File: config.mk
export PLATFORM = sky130hd
export DESIGN_NAME = fifo_wr_arbiter
export DESIGN_NICKNAME = d
export VERILOG_FILES = /design/src/rtl/fifo_wr_arbiter.sv
export SDC_FILE = /design/constraint.sdc
export NUM_CORES = 1
export LEC_CHECK = 0
export BUFFER_PORTS_ARGS = -buffer_cell sky130_fd_sc_hd__buf_2
export CORE_MARGIN = 2
export CORE_UTILIZATION = 41
export CTS_CLUSTER_SIZE = 14
export DETAILED_ROUTE_END_ITERATION = 7
export HOLD_SLACK_MARGIN = 0.12
export PLACE_DENSITY_LB_ADDON = 0.2
export SYNTH_ARGS = -nofsm -noshare
export SYNTH_HDL_FRONTEND = slang
export SYNTH_SLANG_ARGS = --single-unit
File: constraint.sdc
create_clock -name i_clk -period 2 [get_ports i_clk]
set_input_delay 0.2 -clock i_clk [delete_from_list [all_inputs] [get_ports i_clk]]
set_output_delay 0.2 -clock i_clk [all_outputs]
set_load 0.01 [all_outputs]
File: src/rtl/fifo_wr_arbiter.sv
// fifo_wr_arbiter: round-robin burst arbiter feeding a single FIFO write port.
// Optional lock watchdog is enabled by defining FIFO_ARB_WATCHDOG_EN.
`timescale 1ns/1ps
module fifo_wr_arbiter #(
  parameter int BW       = 8,
  parameter int NREQ     = 4,
  parameter int MAXBURST = 4
) (
  input  logic                    i_clk,
  input  logic                    i_reset,
  input  logic [NREQ-1:0]         i_req,
  input  logic [NREQ-1:0]         i_last,
  input  logic [NREQ*BW-1:0]      i_data,
  output logic [NREQ-1:0]         o_ack,
  output logic                    o_wr,
  output logic [BW-1:0]           o_data,
  input  logic                    i_full,
  output logic [$clog2(NREQ)-1:0] o_grant,
  output logic                    o_busy,
  output logic                    o_abort
);
  // state | meaning
  // IDLE  | no owner; arbitrate among i_req starting at rr_ptr
  // GRANT | o_grant owns the write port until its burst ends
  localparam int GW = $clog2(NREQ);
  localparam int CW = $clog2(MAXBURST + 1);

  typedef enum logic {IDLE, GRANT} state_t;

  state_t        state;
  logic [GW-1:0] rr_ptr;
  logic [GW-1:0] pick;
  logic [GW-1:0] cand;
  logic [GW-1:0] next_ptr;
  logic [CW-1:0] beat_cnt;
  logic          owner_req;
  logic          accept;
  logic          burst_end;

  assign owner_req = i_req[o_grant];
  assign o_wr      = o_busy && owner_req;
  assign o_data    = i_data[int'(o_grant)*BW +: BW];
  assign accept    = o_wr && !i_full;
  assign burst_end = accept && (i_last[o_grant] || beat_cnt == CW'(MAXBURST - 1));
  assign next_ptr  = (o_grant == GW'(NREQ - 1)) ? '0 : o_grant + GW'(1);

  always_comb begin
    o_ack = '0;
    if (accept) o_ack[o_grant] = 1'b1;
  end

  // Walk from the farthest candidate back to rr_ptr so the nearest requester wins.
  always_comb begin
    pick = rr_ptr;
    cand = '0;
    for (int i = NREQ - 1; i >= 0; i--) begin
      cand = GW'((int'(rr_ptr) + i) % NREQ);
      if (i_req[cand]) pick = cand;
    end
  end

`ifdef FIFO_ARB_WATCHDOG_EN
  logic [3:0] wd_cnt;
  logic       abort_q;
  assign o_abort = abort_q;
`else
  assign o_abort = 1'b0;
`endif

  always_ff @(posedge i_clk) begin
    if (i_reset) begin
      state    <= IDLE;
      o_busy   <= 1'b0;
      rr_ptr   <= '0;
      o_grant  <= '0;
      beat_cnt <= '0;
`ifdef FIFO_ARB_WATCHDOG_EN
      wd_cnt   <= '0;
      abort_q  <= 1'b0;
`endif
    end else begin
`ifdef FIFO_ARB_WATCHDOG_EN
      abort_q <= 1'b0;
`endif
      case (state)
        IDLE: begin
          if (|i_req) begin
            state    <= GRANT;
            o_busy   <= 1'b1;
            o_grant  <= pick;
            beat_cnt <= '0;
`ifdef FIFO_ARB_WATCHDOG_EN
            wd_cnt   <= '0;
`endif
          end
        end
        GRANT: begin
          if (accept) beat_cnt <= beat_cnt + CW'(1);
          if (burst_end) begin
            state  <= IDLE;
            o_busy <= 1'b0;
            rr_ptr <= next_ptr;
          end
`ifdef FIFO_ARB_WATCHDOG_EN
          // Fifteenth consecutive idle owner cycle releases the lock.
          else if (owner_req) begin
            wd_cnt <= '0;
          end else if (wd_cnt == 4'd14) begin
            state   <= IDLE;
            o_busy  <= 1'b0;
            rr_ptr  <= next_ptr;
            abort_q <= 1'b1;
            wd_cnt  <= '0;
          end else begin
            wd_cnt <= wd_cnt + 4'd1;
          end
`endif
        end
        default: begin
          state  <= IDLE;
          o_busy <= 1'b0;
        end
      endcase
    end
  end

endmodule
== After elaboration in Yosys (flattened, before gate mapping) ==
Index checks and enable logic that the tools add are counted.

* Bits of input ports: 43
* Flip-flop bits (word level): 9

* Reductions and logical operators: 11
* Bitwise gates (word level): 1
* Eq/ne operators: 5
* $lt $le $gt $ge: 6
* Multiplexer cells: 29
* Add/sub/neg operators: 5
* Shift operators: 1

{| class="wikitable"
|+ Operators by type and width
! operator !! number
|-
| $shiftx A32 B6 Y8 || 1
|-
| $lt A2 B3 Y1 const B || 5
|-
| $bmux W1 S2 || 6
|-
| $mux W1 || 11
|-
| $mux W2 || 5
|-
| $reduce_and A2 Y1 || 4
|-
| $mux W3 || 2
|-
| $pmux W3 S2 || 1
|-
| $add A2 B1 Y2 const B || 2
|-
| $add A2 B2 Y2 const B || 2
|-
| $logic_and A1 B1 Y1 || 4
|-
| $mux W4 || 1
|-
| $ne A2 B1 Y1 const B || 2
|-
| $pmux W1 S2 || 2
|-
| $reduce_or A4 Y1 || 1
|-
| $add A3 B1 Y3 const B || 1
|-
| $eq A3 B2 Y1 const B || 1
|-
| $demux W1 S2 || 1
|-
| $eq A2 B2 Y1 const B || 1
|-
| $ge A2 B1 Y1 const B || 1
|-
| $ne A2 B2 Y1 const B || 1
|-
| $logic_not A1 Y1 || 1
|-
| $logic_or A1 B1 Y1 || 1
|-
| $not A1 Y1 || 1
|}

== Logic depth before layout (Yosys ltp) ==
* Depth after elaboration: 7
* Mapped depth: 6

== Worst setup path before layout ==
OpenSTA, ideal clock, no wires.

* Kind: register to register
* From: register o_grant[0]
* To: register rr_ptr[0]
* Cell stages (with the launch flop): 6
* Period minus slack after synthesis: 1.638 ns
* Setup time: 0.121 ns
* Slack: 0.362 ns
* Data arrival time: 1.517 ns
* Data required time: 1.879 ns
* Cell sequence: dfxtp_1 buf_6 mux4_2 nor2_2 nor2_2 mux2_4

* Longest elaborated chain between the ends: 6

{| class="wikitable"
|+ Ends and longest elaborated chain
! what !! RTL line !! RTL
|-
| start: declaration || 18 || <nowiki>output logic [$clog2(NREQ)-1:0] o_grant,</nowiki>
|-
| start signal: assignment || 90 || <nowiki>o_grant <= pick;</nowiki>
|-
| $bmux W1 S2 || 40 || <nowiki>assign owner_req = i_req[o_grant];</nowiki>
|-
| $mux W1 (implied by the code) || 40 ||
|-
| $logic_and A1 B1 Y1 || 41 || <nowiki>assign o_wr = o_busy && owner_req;</nowiki>
|-
| $logic_and A1 B1 Y1 || 43 || <nowiki>assign accept = o_wr && !i_full;</nowiki>
|-
| $logic_and A1 B1 Y1 || 44 || <nowiki>assign burst_end = accept && (i_last[o_grant] || beat_cnt == CW'(MAXBURST - 1));</nowiki>
|-
| $reduce_and A2 Y1 (no source line) || -- ||
|-
| end signal: assignment || 102 || <nowiki>rr_ptr <= next_ptr;</nowiki>
|-
| end: declaration || 31 || <nowiki>logic [GW-1:0] rr_ptr;</nowiki>
|}

Parallel ways exist; a longest one is shown, timed or not. The select of a mux whose other input is x is not followed.
A chain may end at the register's enable or synchronous reset.

== Worst setup path in the final report ==
* From: register o_grant[0]
* To: output o_data[5]

* Longest elaborated chain between the ends: 1

{| class="wikitable"
|+ Ends and longest elaborated chain
! what !! RTL line !! RTL
|-
| $shiftx A32 B6 Y8 || 42 || <nowiki>assign o_data = i_data[int'(o_grant)*BW +: BW];</nowiki>
|-
| end: declaration || 16 || <nowiki>output logic [BW-1:0] o_data,</nowiki>
|}

Every way passes these cells.

==> run summary <==
Max VDD drop: 0.360 mV
Most used standard cell by instance count after synthesis: sky130_fd_sc_hd__dfxtp_1
Port buffer count: 58
Final Hold Fails: 0
Antenna Diode Count: 0
Worst-path cell with the longest stage delay: sky130_fd_sc_hd__mux4_1
Critical Path RT: 1.80 ns
DRC: 0
Total of max-cap violations: 0
Number of different library cells in the post-synthesis netlist: 41
Static Leak: 0.583 nW
Final cell count without fillers: 177
Crit path arrival time: 1.67 ns
Cells along the critical path: buf_6 -> mux4_1 -> buf_2
Chip Height: 51.1 um
Fin crit share: 93.6%
Number of levels in the clock H-tree: 1
Cell Rows: 17
Cell type with the largest total area after synthesis: sky130_fd_sc_hd__dfxtp_1
Worst hold stages: 2
Vias per cell: 5.17
Share of synthesized flip-flops with an asynchronous set or reset: 0%
RSZ-0062 raised after global routing: false
Horizontal extent of the die: 51.1 um
EDFF count, synth: 0
Post-synthesis sequential area ratio: 19.8%
Final slew viol count: 0
TritonCTS clock tree: done
Maximum cell stage delay along the critical path: 0.55 ns
Capture point of the worst reg-to-reg path: rr_ptr[0]$_SDFFE_PP0P_
Register bit count reported by yosys: 9
Vias: 915
Accumulated negative setup slack: 0 ns
Worst setup slack after layout: 0.128 ns
Outcome: completed
Num CTS Buffers: 3
Placed standard-cell area: 0.00121 mm^2
CP Capture Type: primary output
Switching portion of total power: 30.5%
RR Startpoint: o_grant[0]$_SDFFE_PP0P_
Leading cell types by total area after synthesis: sky130_fd_sc_hd__dfxtp_1 20%, sky130_fd_sc_hd__mux4_2 15%, sky130_fd_sc_hd__mux4_1 8.7%, sky130_fd_sc_hd__ha_1 8.3%, sky130_fd_sc_hd__and2_1 3.4%
DRT Pass-1 Iters: 4
Total power density per cell area: 434 mW/mm^2
Dpl ws: 0.358 ns
Cell Area, Synth: 908 um^2
Die footprint: 0.00261 mm^2
Buffers inserted during post-CTS setup optimization: 0
Wire length of the first global-routing pass: 3510 um
Average wire per cell in the routed design: 12.5 um
IO Pins: 60
Total design power: 539 uW
Initial DRC Count: 12
Net count reported at finish: 199
CTS root buffer: sky130_fd_sc_hd__clkbuf_4
Placed cells: 173
Initial cell density of the core: 42.3%
Area used by multi-input combinational logic: 664 um^2
Crit-path max FO: 14
Post-cts hold buffer count: 0
Cell count after synthesis: 91
Fraction of synthesized cell area taken by the top area cell type: 19.8%
Number of fillers in the final layout: 216
HPWL after detailed placement: 1820 um
Maximum number of pins on one net before global-route repair: 15
Worst hold start: i_reset
Max Clock Freq: 0.534 GHz
Total of warnings raised by yosys: 0
P_sw: 164 uW
Worst Reg2Reg Path Length in Cells: 4
Synth Flop Type: sky130_fd_sc_hd__dfxtp_1
Routability cong.: 0.690
Layout cell share with drive strength beyond 1: 51.7%
R2R Setup Slk: 0.38 ns
Syn Area/Cell: 9.98 um^2
Core Box Area: 0.00215 mm^2
Total track usage: 17.4%
Total overflow reported by the global router: 0
Startpoint-to-endpoint class of the critical path: flip-flop to primary output
Number of antenna violations at the first check in global routing: 0
Via count of the first global-routing pass: 794
Share of power burned in registers: 36.8%
Min-Delay Path Class: input pin to flip-flop
Clock group share of total power: 26.4%
Growth of design area from synthesis to finish: 36.6%
Count of clock tree sinks: 9
Worst setup skew after layout: 0.00441 ns
Clock edge transition at the registers on the reported setup and hold paths: 0.06 ns
Shortest clock period the worst path allows after layout: 1.87 ns
Capture endpoint of the worst hold path: beat_cnt[2]$_SDFFE_PP0P_
Insertion delay to the later sink of the worst-skew pair: 0.26 ns
Synth Net Count: 140
Most instantiated cells after synthesis: 9 x sky130_fd_sc_hd__dfxtp_1, 7 x sky130_fd_sc_hd__inv_1, 6 x sky130_fd_sc_hd__ha_1, 6 x sky130_fd_sc_hd__mux4_2, 5 x sky130_fd_sc_hd__and2_1
Clock tree buffer depth: 2
Count of final setup violators: 0
Count of antenna-violating nets left after detailed routing: 0
Area of all placed cells without fillers: 0.00124 mm^2
Area taken by flip-flops and latches: 180 um^2
Critical Path Source Type: flip-flop
Overall routed net length: 2200 um
Combinational group share of total power: 36.8%
Internal Pwr Total: 375 uW
-- per-stage QoR --
stage / hold WS, ns / util, %
6_report: 0.250 / 57.8
5_1_grt: 0.257 / 57.8
4_1_cts: 0.249 / 57.6
3_5_place_dp: 0.469 / 56.4
3_3_place_gp: 0.463 / 56.4
2_1_floorplan: 0.380 / -
-- flip-flops by register name (all words and copies together), names as in the netlist --
name      flops
o_grant       2
o_busy        1
beat_cnt      3
state         1
rr_ptr        2
-- worst max-delay path, delay by kind of cell (launching register included) --
family	cells	cell delay [ns]
multiplexers	1	0.55
buffers and inverters	2	0.38
flip-flops	1	0.48
-- final cells by class --
cell class	instances	share of cell area, %
clock buffers	4	2.12
inverters	7	2.12
multi-input cells	69	53.5
flip-flops and latches	9	14.5
well taps	28	2.82
repair buffers	60	24.9
-- cell usage in the layout (no fill, tap or decap), types with 2 or more instances in the layout --
| master | netlist | layout |
|---|---|---|
| sky130_fd_sc_hd__mux4_1 | 3 | 3 |
| sky130_fd_sc_hd__buf_2 | 2 | 58 |
| sky130_fd_sc_hd__dfxtp_1 | 9 | 9 |
| sky130_fd_sc_hd__nand2b_1 | 3 | 3 |
| sky130_fd_sc_hd__and2_1 | 5 | 5 |
| sky130_fd_sc_hd__mux2i_1 | 3 | 3 |
| sky130_fd_sc_hd__nor3_1 | 4 | 4 |
| sky130_fd_sc_hd__clkbuf_4 | 0 | 3 |
| sky130_fd_sc_hd__a21oi_1 | 4 | 4 |
| sky130_fd_sc_hd__nor2_2 | 2 | 2 |
| sky130_fd_sc_hd__nand3b_1 | 2 | 2 |
| sky130_fd_sc_hd__inv_1 | 7 | 7 |
| sky130_fd_sc_hd__or2_2 | 2 | 2 |
| sky130_fd_sc_hd__nor2_1 | 4 | 4 |
| sky130_fd_sc_hd__o21a_1 | 2 | 2 |
| sky130_fd_sc_hd__nand2_1 | 2 | 2 |
| sky130_fd_sc_hd__mux4_2 | 6 | 6 |
| sky130_fd_sc_hd__ha_1 | 6 | 6 |
| sky130_fd_sc_hd__nor2b_1 | 2 | 2 |
-- metal layers --
layer	track usage, %	vias up	wire (um)
li1	-	459	-
met1	21.1	410	922
met2	31.0	44	1040
met3	3.22	2	227
met4	5.41	0	17
met5	0	-	0
-- power groups by stage --
| stage | Sequential [mW] | Combinational (mW) | Clock, mW |
|---|---|---|---|
| global placement | 0.202 | 0.197 | 0 |
| floorplan | 0.203 | 0.117 | 0 |
| global route | 0.200 | 0.217 | 0.162 |
| detailed placement | 0.202 | 0.199 | 0 |
| CTS | 0.198 | 0.200 | 0.149 |
| finish | 0.199 | 0.198 | 0.142 |
-- logic make-up after synthesis --
logic type                 share of synthesized area (%)
and+or+nand+nor                                     21.3
AOI/OAI and AO/OA                                   13.4
muxes                                               29.8
buffers and inverters                               7.02
DFF                                                 19.8
adders and majority gates                           8.26
other                                              0.413
-- worst max-delay path by stage --
| stage | start | endpoint | slack, ns | cells after the start |
|---|---|---|---|---|
| after detailed placement | o_grant[0]$_SDFFE_PP0P_ | o_data[5] | 0.36 | 3 |
| after floorplan | o_grant[0]$_SDFFE_PP0P_ | rr_ptr[0]$_SDFFE_PP0P_ | 0.36 | 5 |
| after global placement | o_grant[0]$_SDFFE_PP0P_ | o_data[1] | 0.38 | 3 |
| final | o_grant[0]$_SDFFE_PP0P_ | o_data[5] | 0.13 | 3 |
| after CTS | o_grant[0]$_SDFFE_PP0P_ | o_data[5] | 0.06 | 3 |
| after global routing | o_grant[0]$_SDFFE_PP0P_ | o_data[0] | 0.03 | 3 |
-- repair_timing --
item	CTS	global route
hold endpoints to repair	0	0
setup endpoints to repair	0	3
gates resized for setup	0	1
Note: power is estimated with default switching activity, not from simulation.
